[config.mk]
export PLATFORM = sky130hd
export DESIGN_NAME = adc_stream_packer
export DESIGN_NICKNAME = d
export VERILOG_FILES = /design/src/rtl/adc_stream_packer.sv
export SDC_FILE = /design/constraint.sdc
export NUM_CORES = 1
export LEC_CHECK = 0
export ABC_AREA = 1
export CAP_MARGIN = 20
export CORE_ASPECT_RATIO = 0.75
export CORE_MARGIN = 2
export CORE_UTILIZATION = 45
export CTS_CLUSTER_DIAMETER = 100
export DETAILED_ROUTE_END_ITERATION = 8
export SYNTH_ARGS = -nofsm -noshare
export SYNTH_HDL_FRONTEND = slang
export SYNTH_SLANG_ARGS = --single-unit
[constraint.sdc]
create_clock -name m_axi_aclk -period 7.4 [get_ports m_axi_aclk]
set_clock_uncertainty 0.2 [all_clocks]
set_input_delay 1.85 -clock m_axi_aclk [delete_from_list [all_inputs] [get_ports m_axi_aclk]]
set_output_delay 1.85 -clock m_axi_aclk [all_outputs]
set_load 0.02 [all_outputs]
[src/rtl/adc_stream_packer.sv]
// AD9643 capture-path packer: offset-binary/two's-complement conversion, decimation,
// fixed-length AXI-Stream framing and a first-word-fall-through output FIFO.
module adc_stream_packer #(
    parameter int NUM_CH     = 2,
    parameter int ADC_WIDTH  = 14,
    parameter int OUT_WIDTH  = 16,
    parameter int FIFO_DEPTH = 8,
    parameter int TWOS_COMP  = 0
) (
    input  logic                          m_axi_aclk,
    input  logic                          m_axi_areset,
    input  logic                          adc_valid,
    input  logic [NUM_CH*ADC_WIDTH-1:0]   adc_data,
    input  logic [NUM_CH-1:0]             adc_or,
    input  logic                          cfg_enable,
    input  logic [7:0]                    cfg_decim,
    input  logic [15:0]                   cfg_frame_len,
    input  logic                          cfg_or_drop,
    input  logic                          or_clear,
    output logic                          m_axis_tvalid,
    input  logic                          m_axis_tready,
    output logic [NUM_CH*OUT_WIDTH-1:0]   m_axis_tdata,
    output logic [NUM_CH-1:0]             m_axis_tuser,
    output logic                          m_axis_tlast,
    output logic [15:0]                   ovf_count,
    output logic [NUM_CH-1:0]             or_sticky,
    output logic                          busy
);

    localparam int LANES_W = NUM_CH * OUT_WIDTH;
    localparam int ENTRY_W = LANES_W + NUM_CH + 1;
    localparam int PTR_W   = $clog2(FIFO_DEPTH);
    localparam int CNT_W   = PTR_W + 1;

    typedef enum logic {IDLE, RUN} state_t;

    state_t              state;
    logic [7:0]          decim_sh;
    logic [15:0]         len_sh;
    logic                drop_sh;
    logic [7:0]          dcnt;
    logic [15:0]         bcnt;

    logic                s1_valid;
    logic [LANES_W-1:0]  s1_data;
    logic [NUM_CH-1:0]   s1_or;

    logic [LANES_W-1:0]  conv_data;
    logic                start;
    logic                or_hit;
    logic                eligible;
    logic                wr_en;
    logic                wr_last;
    logic                frame_done;
    logic                fifo_full;
    logic                pop;

    logic [ENTRY_W-1:0]  mem [FIFO_DEPTH];
    logic [PTR_W-1:0]    wr_ptr;
    logic [PTR_W-1:0]    rd_ptr;
    logic [CNT_W-1:0]    count;

    function automatic logic [OUT_WIDTH-1:0] convert(input logic [ADC_WIDTH-1:0] raw);
        logic [ADC_WIDTH-1:0] s;
        s = raw;
        if (TWOS_COMP == 0)
            s[ADC_WIDTH-1] = ~s[ADC_WIDTH-1];
        return OUT_WIDTH'(signed'(s));
    endfunction

    always_comb begin
        conv_data = '0;
        for (int unsigned k = 0; k < NUM_CH; k++)
            conv_data[k*OUT_WIDTH +: OUT_WIDTH] = convert(adc_data[k*ADC_WIDTH +: ADC_WIDTH]);
    end

    // The beat arriving on the edge that closes a frame belongs to no packet,
    // so it is killed here rather than leaking into the next one.
    always_comb begin
        start      = (state == IDLE) && adc_valid && cfg_enable;
        or_hit     = |adc_or;
        fifo_full  = (count == CNT_W'(FIFO_DEPTH));
        wr_en      = s1_valid && !fifo_full;
        wr_last    = (bcnt == len_sh - 16'd1);
        frame_done = (state == RUN) && wr_en && wr_last;
        if (state == IDLE)
            eligible = start && !(cfg_or_drop && or_hit);
        else
            eligible = adc_valid && (dcnt == '0) && !frame_done && !(drop_sh && or_hit);
    end

    always_ff @(posedge m_axi_aclk) begin
        if (m_axi_areset) begin
            state     <= IDLE;
            decim_sh  <= '0;
            len_sh    <= 16'd1;
            drop_sh   <= 1'b0;
            dcnt      <= '0;
            bcnt      <= '0;
            s1_valid  <= 1'b0;
            s1_data   <= '0;
            s1_or     <= '0;
            ovf_count <= '0;
            or_sticky <= '0;
        end else begin
            s1_valid <= eligible;
            s1_data  <= conv_data;
            s1_or    <= adc_or;

            case (state)
                IDLE: begin
                    dcnt <= '0;
                    bcnt <= '0;
                    if (start) begin
                        decim_sh <= cfg_decim;
                        len_sh   <= (cfg_frame_len == '0) ? 16'd1 : cfg_frame_len;
                        drop_sh  <= cfg_or_drop;
                        dcnt     <= (cfg_decim == '0) ? 8'd0 : 8'd1;
                        state    <= RUN;
                    end
                end
                RUN: begin
                    if (adc_valid)
                        dcnt <= (dcnt == decim_sh) ? 8'd0 : dcnt + 8'd1;
                    if (wr_en) begin
                        if (wr_last) begin
                            bcnt  <= '0;
                            dcnt  <= '0;
                            state <= IDLE;
                        end else begin
                            bcnt <= bcnt + 16'd1;
                        end
                    end
                end
                default: state <= IDLE;
            endcase

            if (s1_valid && fifo_full && ovf_count != '1)
                ovf_count <= ovf_count + 16'd1;

            if (adc_valid)
                or_sticky <= (or_clear ? '0 : or_sticky) | adc_or;
            else if (or_clear)
                or_sticky <= '0;
        end
    end

    assign pop = m_axis_tvalid && m_axis_tready;

    always_ff @(posedge m_axi_aclk) begin
        if (wr_en)
            mem[wr_ptr] <= {wr_last, s1_or, s1_data};
    end

    always_ff @(posedge m_axi_aclk) begin
        if (m_axi_areset) begin
            wr_ptr <= '0;
            rd_ptr <= '0;
            count  <= '0;
        end else begin
            if (wr_en)
                wr_ptr <= wr_ptr + PTR_W'(1);
            if (pop)
                rd_ptr <= rd_ptr + PTR_W'(1);
            count <= count + CNT_W'(wr_en) - CNT_W'(pop);
        end
    end

    // Head entry drives the stream directly; payload reads as zero while empty.
    always_comb begin
        m_axis_tvalid = (count != '0);
        {m_axis_tlast, m_axis_tuser, m_axis_tdata} = m_axis_tvalid ? mem[rd_ptr] : '0;
    end

    assign busy = (state == RUN) || (count != '0);

endmodule

==> reports/metrics.yaml, run 1 <==
critical_path:
  criticalPathCategory: "reg -> out"
  critPathSlowestCell: "dfxtp_4"
  r2r_slack_ps: 4250
  crit_family: "buffers and inverters"
  critPathRequiredTime_ps: 5350
  cp_max_fo: 70
  crit_path_end_kind: "output pin"
  timing.rr.end: "count[3]$_SDFF_PP0_"
  cp_common_cell: "o21ai_0"
  timing.rr.start: "count[2]$_SDFF_PP0_"
  critical_path.max_stage_delay_ps: 820
  crit_buf_inv: 2
  cp-start-kind: "flop"
  crit_chain: "buf_4 > o21ai_0 > o22ai_1 > o21ai_0 > a31oi_1 > clkdlybuf4s50_1"
  reg2reg_depth: 13
  arrival_ps: 3410
cts:
  cts_setup_buffers: 0
  holdBufCountCts: 0
  clkTransAtPathRegs_ps: 60
  cts_tree: "built"
  ctsLongestPathBuffers: 3
  insertion_delay_ps: 520
  cts-buffers-inserted: 37
  cts-root-buf: "clkbuf_16"
  clock_sinks: 360
  cts_resized: 0
  htreeDepth: 2
drt:
  routed_via_density: 5.16
  vias: 10867
  detail_route.wirelength_microns: 34500
  antenna_left: 0
  drc: 0
  first_pass_iters: 5
  drtIter0Drc: 803
  wl_per_cell_microns: 16.4
global_routing:
  grt_remaining_overflow: 0
  grt_pass1_wl_microns: 55200
  grt_pass1_vias: 10247
  grt_max_degree: 93
  grt_antenna_before_repair: 0
  track_usage_pct: 19.8
sta:
  fmax_ghz: 0.183
  min_period_over_period_pct: 73.8
  rsz0062_at_grt: "false"
  max_slew_margin_pct: 31.0
  period_needed_ps: 5460
  setup_tns_ps: 0
  slew_viol_final: 0
  finalHoldViolCount: 0
  finalSetupViolCount: 0
  setup_ws_ps: 1940
  tightest_slew_ps: 1030
synth:
  yosys.area.top_type: "edfxtp_1"
  syn-num-nets: 1610
  syn_inst: 1535
  yosysMostFrequentCell: "nor2_1"
  synth_top_area_share_pct: 49.1
  synthArstFlopShare_pct: 0
  synth_simple_gate_area_share_pct: 15.7
  synth_edf_count: 248
  synth_area_sq_um: 15200
  synth_top_family_by_area: "simple AND/OR/NAND/NOR gates"
  synth.top_cells.by_area: "edfxtp_1, dfxtp_1, nor2_1, o21ai_0, nand2_1"
  syn_avg_cell_area_sq_um: 9.88
  muxShareOfSynthArea_pct: 0
  yosysSeqAreaShare_pct: 63.9
  synth.top_cells.by_count: "nor2_1, edfxtp_1, o21ai_0"
  yosysWarnings: 0
  ys.flop_type: "edfxtp_1"
  postSynthRegisterBits: 360
  yosysUniqueCellTypes: 40
  synth_compound_area_share_pct: 11.5
  synthAdderAreaFrac_pct: 1.20
  yosys.area_share.xor_xnor_pct: 1.95
final_layout:
  fillCellCount: 2958
  antenna_cells: 0
  layout.nets: 1704
  syn_to_final_growth_pct: 17.8
  drive_gt1_share_pct: 5.97
floorplanning:
  start_util_pct: 45.5
  core-area_sq_um: 33400
  dieArea_sq_um: 35200
  ioPinCount: 116
  die_x_microns: 216
  die_h_microns: 163
  row_count: 58
place:
  pre_cts_slack_ps: 2470
  io_buffers: 115
  hpwl_microns: 20300
  gp_congestion: 0.838
outcome:
  status: "completed"
flow_run:
  cap_violations: 0
hold_path:
  hp-start: "drop_sh$_SDFFE_PP0P_"
  min_to: "drop_sh$_SDFFE_PP0P_"
  holdCritPathClass: "reg -> reg"
  hold_depth: 2
pwr:
  leakagePower_uw: 0.00652
  p_total_uw: 5430
  ir_drop_mv: 0.184
  pwr_density_cell_nw_per_um2: 304
report_power, final:
group	internal [uW]	switching, uW
clock network	989	749
logic	546	863
registers	2210	78.7
total	3740	1690
kinds of logic after synthesis:
family                     after synthesis
buffers and inverters                  224
DFF                                    360
adders and majority gates               14
and+or+nand+nor                        576
xor gates and xnor gates                33
AOI/OAI and AO/OA                      328
worst min-delay path, stage by stage, from the launching register on:
cell and delay (ps):
dfxtp_1 300, inv_1 60, a21oi_1 50
metrics by stage:
stage | utilization (%) | hold slack, ps | cells | area (sq um)
after floorplan | - | 230 | 1535 | 15200
after global placement | 50.2 | 242 | 2040 | 16800
after detailed placement | 50.2 | 247 | 2040 | 16800
after CTS | 53.5 | 256 | 2107 | 17900
after global routing | 53.5 | 297 | 2107 | 17900
final | 53.5 | 257 | 2107 | 17900
layer usage:
metal,routed length [microns],track usage (%),up-vias,share of wire (%)
li1,-,-,5421,-
met1,16700,28.6,5158,48
met2,15600,31.6,250,45
met3,1670,3.00,38,4.8
met4,532,4.83,0,1.5
met5,0,0,-,0
sequential cells by signal, indices dropped and copies added (netlist names), 2 cells and up, named ones only:
name / cells
s1_data: 28
count: 4
len_sh: 16
ovf_count: 16
rd_ptr: 3
mem: 248
bcnt: 16
decim_sh: 8
wr_ptr: 3
or_sticky: 2
dcnt: 8
s1_or: 2
final cells by class:
class / count / area [sq um] / area share, %
Sequential cell: 360 / 9690 / 54.2
Clock inverter: 14 / 73.8 / 0.413
Clock buffer: 53 / 1050 / 5.87
Tap cell: 450 / 563 / 3.15
Timing Repair Buffer: 130 / 1260 / 7.04
Multi-Input combinational cell: 951 / 4680 / 26.2
Inverter: 149 / 561 / 3.14
worst max path at each step:
stage	startpoint	to	cells past startpoint
global route	flop	m_axis_tdata[13]	6
global placement	flop	m_axis_tdata[22]	6
detailed placement	flop	m_axis_tdata[22]	6
floorplan	flop	m_axis_tdata[14]	9
CTS	flop	m_axis_tdata[14]	6
finish	flop	m_axis_tdata[14]	6
cell usage in the layout, fill, tap and decap left out, types with 31 or more instances in the layout:
master,netlist,final
nand3_1,55,55
o21ai_0,196,196
clkdlybuf4s50_1,0,114
edfxtp_1,248,248
nor2_1,316,308
o22ai_1,31,31
dfxtp_1,112,110
a31oi_1,34,34
clkbuf_16,0,38
nand2_1,154,153
a21oi_1,54,54
inv_1,146,145
Note: power is estimated with default switching activity, not from simulation.
==> run 2, diff against run 1 <==
- PLACE_DENSITY: unset -> 0.67
- clock period: 7.4 -> 4.8 ns (I/O delays scaled with it)
==> reports/metrics.yaml, run 2 (same netlist as run 1, synthesis figures left out) <==
cts:
  cts-root-buf: "clkbuf_16"
  ctsLongestPathBuffers: 3  # unchanged
  holdBufCountCts: 0  # unchanged
  cts_resized: 0  # unchanged
  clkTransAtPathRegs_ps: 60  # about the same
  cts_tree: "built"
  insertion_delay_ps: 530  # about the same
  clock_sinks: 360  # unchanged
  cts-buffers-inserted: 37  # unchanged
  cts_setup_buffers: 0  # unchanged
  htreeDepth: 2  # unchanged
place:
  gp_congestion: 0.862  # +2.9%
  pre_cts_slack_ps: 1010  # -1460 ps
  io_buffers: 115  # unchanged
  hpwl_microns: 21100  # +4.1%
hold_path:
  hold_depth: 2  # unchanged
  hp-start: "rd_ptr[2]$_SDFFE_PP0P_"
  holdCritPathClass: "reg -> reg"
sta:
  period_needed_ps: 4390
  hold-worst-slack_ps: 265  # +7.74 ps
  finalHoldViolCount: 0  # unchanged
  min_period_over_period_pct: 91.5
  slew_viol_final: 0  # unchanged
  fmax_ghz: 0.228
  setup_ws_ps: 410  # -1530 ps
  tightest_slew_ps: 993  # -41.5 ps
  rsz0062_at_grt: "false"
  setup_tns_ps: 0  # unchanged
  finalSetupViolCount: 0  # unchanged
  max_slew_margin_pct: 33.7  # +2.7 points
outcome:
  status: "completed"
drt:
  detail_route.wirelength_microns: 34800  # +0.95%
  routed_via_density: 5.14  # -0.36%
  wl_per_cell_microns: 16.4  # +0.52%
  first_pass_iters: 5  # unchanged
  drtIter0Drc: 741  # -7.7%
  drc: 0  # unchanged
  vias: 10874  # +0.064%
  antenna_left: 0  # unchanged
critical_path:
  crit_end: "m_axis_tuser[0]"
  timing.rr.end: "mem[2][33]$_DFFE_PP_"
  reg2reg_depth: 8  # -5
  cp-start-kind: "flop"
  criticalPathCategory: "reg -> out"
  critPathRequiredTime_ps: 3400  # -1950 ps
  timing.rr.start: "count[2]$_SDFF_PP0_"
  cp_common_cell: "o21ai_0"
  crit_path_end_kind: "output pin"
  cp_max_fo: 41  # -41%
  critPathSlowestCell: "clkdlybuf4s50_1"
  arrival_ps: 2990  # -420 ps
  r2r_slack_ps: 1760  # -2490 ps
  critical_path.max_stage_delay_ps: 680  # -140 ps
  crit_chain: "inv_2 > buf_4 > o21ai_0 > o22ai_1 > o21ai_0 > a31oi_1 > clkdlybuf4s50_1"
floorplanning:
  die_h_microns: 163  # unchanged
  dieArea_sq_um: 35200  # unchanged
  ioPinCount: 116  # unchanged
  row_count: 58  # unchanged
  die_x_microns: 216  # unchanged
  start_util_pct: 45.5  # unchanged
  core-area_sq_um: 33400  # unchanged
global_routing:
  grt_antenna_before_repair: 0  # unchanged
  grt_pass1_vias: 10492  # +2.4%
  grt_max_degree: 125  # +34%
  grt_pass1_wl_microns: 55600  # +0.56%
  track_usage_pct: 19.9  # +0.11 points
  grt_remaining_overflow: 0  # unchanged
pwr:
  pwr_density_cell_nw_per_um2: 478  # +57%
  leakagePower_uw: 0.00665  # +2.1%
  ir_drop_mv: 0.376  # +100%
final_layout:
  drive_gt1_share_pct: 7.08  # +1.1 points
  layout.nets: 1713  # +0.53%
  antenna_cells: 0  # unchanged
  syn_to_final_growth_pct: 19.4
  largest_reg_flops: 248  # unchanged
  top_register: "mem"
  layout_commonest_cell: "nor2_1"
  reg.largest.list: "mem: 248 flops, s1_data: 28 flops"
  most-common-layout-cells: "nor2_1, edfxtp_1, o21ai_0"
flow_run:
  cap_violations: 0  # unchanged
[run 2: changes by cell type in the layout (fill, tap and decap cells not counted), sizes merged]
cell / change
inv: +1
bufinv: +3
buf: +9
clkinv: -2
clkbuf: -2
[run 2: where the power goes]
part	internal, uW	switching, uW	leakage [uW]
sequential	3400	81.5	0.00319
combinational	884	1390	0.00285
clock	1740	1170	0.000616
[run 2: metrics by stage]
step | util (%) | power [uW] | area, sq um | std cells
6_report | 54.3 | 8670 | 18100 | 2116
3_5_place_dp | 50.5 | 5820 | 16800 | 2048
3_3_place_gp | 50.5 | 5780 | 16800 | 2048
4_1_cts | 54.2 | 8740 | 18100 | 2115
2_1_floorplan | - | 4930 | 15200 | 1535
5_1_grt | 54.3 | 9110 | 18100 | 2116
[run 2: worst max-delay path, delay by kind of cell, from the launching register on]
| family | cells | cell delay [ps] |
|---|---|---|
| buffers and inverters | 3 | 1190 |
| AOI/OAI and AO/OA | 4 | 820 |
| DFF | 1 | 420 |
[run 2: worst min path at each step]
stage / end / slack [ps]
floorplan: drop_sh$_SDFFE_PP0P_ / 230
global placement: drop_sh$_SDFFE_PP0P_ / 240
detailed placement: flop / 250
CTS: drop_sh$_SDFFE_PP0P_ / 260
global route: drop_sh$_SDFFE_PP0P_ / 290
finish: flop / 270
[run 2: cell type report]
| type | instances | area [sq um] |
|---|---|---|
| fillers | 2963 | 15300 |
| multi-input cells | 951 | 4670 |
| flip-flops and latches | 360 | 9690 |
| well taps | 450 | 563 |
| clock buffers | 51 | 1080 |
| clock inverters | 16 | 166 |
| repair buffers | 139 | 1380 |
| inverters | 149 | 559 |
[run 2: metal layers]
layer | track usage [%] | up-vias | wire length (microns)
met5 | 0 | - | 0
met4 | 5.73 | 0 | 652
met3 | 3.07 | 46 | 1640
met2 | 32.8 | 213 | 16300
met1 | 27.6 | 5185 | 16200
li1 | - | 5430 | -
==> run 3, diff against run 2 <==
==> constraint.sdc (replaced) <==
create_clock -name m_axi_aclk -period 4.8 [get_ports m_axi_aclk]
set_clock_uncertainty 0.2 [all_clocks]
set_input_delay 1.44 -clock m_axi_aclk [delete_from_list [all_inputs] [get_ports m_axi_aclk]]
set_output_delay 1.44 -clock m_axi_aclk [all_outputs]
set_load 0.02 [all_outputs]
==> reports/metrics.yaml, run 3 (same netlist as run 1, synthesis figures left out) <==
outcome:
  status: "completed"
critical_path:
  cp_max_fo: 62  # +51%
  crit_path_end_kind: "output pin"
  criticalPathCategory: "reg -> out"
  critPathRequiredTime_ps: 3160  # -240 ps
  cp-start-kind: "flop"
  reg2reg_depth: 8  # unchanged
  arrival_ps: 2930  # -60 ps
sta:
  finalHoldViolCount: 0  # unchanged
  max_slew_margin_pct: 44.0  # +10 points
  min_period_over_period_pct: 95.2  # +3.7 points
  setup_ws_ps: 231  # -179 ps
  setup_tns_ps: 0  # unchanged
  slew_viol_final: 0  # unchanged
  fmax_ghz: 0.219  # -3.9%
  finalSetupViolCount: 0  # unchanged
  rsz0062_at_grt: "false"
  tightest_slew_ps: 838  # -155 ps
  period_needed_ps: 4570  # +179 ps
hold_path:
  hold_depth: 2  # unchanged
  holdCritPathClass: "reg -> reg"
cts:
  cts_resized: 0  # unchanged
  cts-root-buf: "clkbuf_16"
  htreeDepth: 2  # unchanged
  cts_tree: "built"
  cts-buffers-inserted: 37  # unchanged
  clkTransAtPathRegs_ps: 60  # about the same
  clock_sinks: 360  # unchanged
  cts_setup_buffers: 0  # unchanged
  insertion_delay_ps: 530  # about the same
  ctsLongestPathBuffers: 3  # unchanged
  holdBufCountCts: 0  # unchanged
pwr:
  p_total_uw: 8550  # -1.4%
  pwr_density_cell_nw_per_um2: 473  # -1.2%
  ir_drop_mv: 0.355  # -5.5%
  leakagePower_uw: 0.00662  # -0.51%
final_layout:
  reg.largest.list: "mem: 248 flops, s1_data: 28 flops"
  drive_gt1_share_pct: 6.37  # -0.71 points
  antenna_cells: 0  # unchanged
  largest_reg_flops: 248  # unchanged
  layout_commonest_cell: "nor2_1"
  top_register: "mem"
  syn_to_final_growth_pct: 19.1
  layout.nets: 1711  # -0.12%
  most-common-layout-cells: "nor2_1, edfxtp_1, o21ai_0"
place:
  hpwl_microns: 20800  # -1.3%
  gp_congestion: 0.867  # +0.65%
  io_buffers: 115  # unchanged
  pre_cts_slack_ps: 832  # -177 ps
flow_run:
  cap_violations: 0  # unchanged
floorplanning:
  ioPinCount: 116  # unchanged
  core-area_sq_um: 33400  # unchanged
  row_count: 58  # unchanged
  die_x_microns: 216  # unchanged
  die_h_microns: 163  # unchanged
  start_util_pct: 45.5  # unchanged
  dieArea_sq_um: 35200  # unchanged
drt:
  wl_per_cell_microns: 16.3  # -0.61%
  antenna_left: 0  # unchanged
  detail_route.wirelength_microns: 34600  # -0.70%
  vias: 11006  # +1.2%
  drtIter0Drc: 906  # +22%
  first_pass_iters: 5  # unchanged
  routed_via_density: 5.21  # +1.3%
  drc: 0  # unchanged
global_routing:
  grt_pass1_vias: 10639  # +1.4%
  track_usage_pct: 20.0  # +0.061 points
  grt_antenna_before_repair: 0  # unchanged
  grt_remaining_overflow: 0  # unchanged
  grt_pass1_wl_microns: 55900  # +0.56%
  grt_max_degree: 65  # -48%
[run 3: cell types whose count changed in the layout (fill, tap and decap cells not counted), sizes merged]
cell / before / now
inv: 150 / 148
clkinvlp: 2 / 1
clkbuf: 51 / 52
bufinv: 3 / 1
buf: 25 / 23
clkinv: 10 / 14
[run 3: path summary, 6_finish.rpt]
| path | startpoint | slack, ps | end |
|---|---|---|---|
| hold reg to reg | drop_sh$_SDFFE_PP0P_ | 250 | drop_sh$_SDFFE_PP0P_ |
| setup reg to reg | count[2]$_SDFF_PP0_ | 1890 | mem[2][12]$_DFFE_PP_ |
| hold / removal | drop_sh$_SDFFE_PP0P_ | 250 | drop_sh$_SDFFE_PP0P_ |
| setup / recovery | flop | 230 | m_axis_tuser[0] |
[run 3: routing by layer]
layer / GRT usage, % / part of all wire [%] / up-vias
met2: 31.3 / 45 / 318
met4: 7.16 / 2.6 / 0
li1: - / - / 5423
met3: 3.18 / 5.2 / 68
met1: 28.3 / 48 / 5197
met5: 0 / 0 / -
[run 3: area by class of cell]
class	count	area, sq um
fill	2905	15300
sequential	360	9690
multi-input combinational	951	4670
timing repair buffer	137	1400
clock buffer	52	1080
tap	450	563
inverter	149	559
clock inverter	15	103
[run 3: through the flow]
step | instances | utilization (%) | instance area [sq um] | hold WS [ps]
6_report | 2114 | 54.2 | 18100 | 254
5_1_grt | 2114 | 54.2 | 18100 | 281
4_1_cts | 2113 | 54.1 | 18100 | 256
3_5_place_dp | 2046 | 50.5 | 16900 | 247
3_3_place_gp | 2044 | 50.4 | 16800 | 242
2_1_floorplan | 1535 | - | 15200 | 230
[run 3: power breakdown]
part           internal (uW)  total (uW)  leakage [uW]  switching, uW
sequential              3400        3470       0.00319           66.2
combinational            875        2280       0.00285           1410
clock                   1630        2790      0.000579           1160
total                   5910        8550       0.00662           2640
[run 3: worst max-delay path, cell delays in order, from the launching register on]
cell	delay (ps)
dfxtp_2	330
buf_4	580
o21ai_0	190
o22ai_1	180
o21ai_0	90
a31oi_1	350
clkdlybuf4s50_1	680
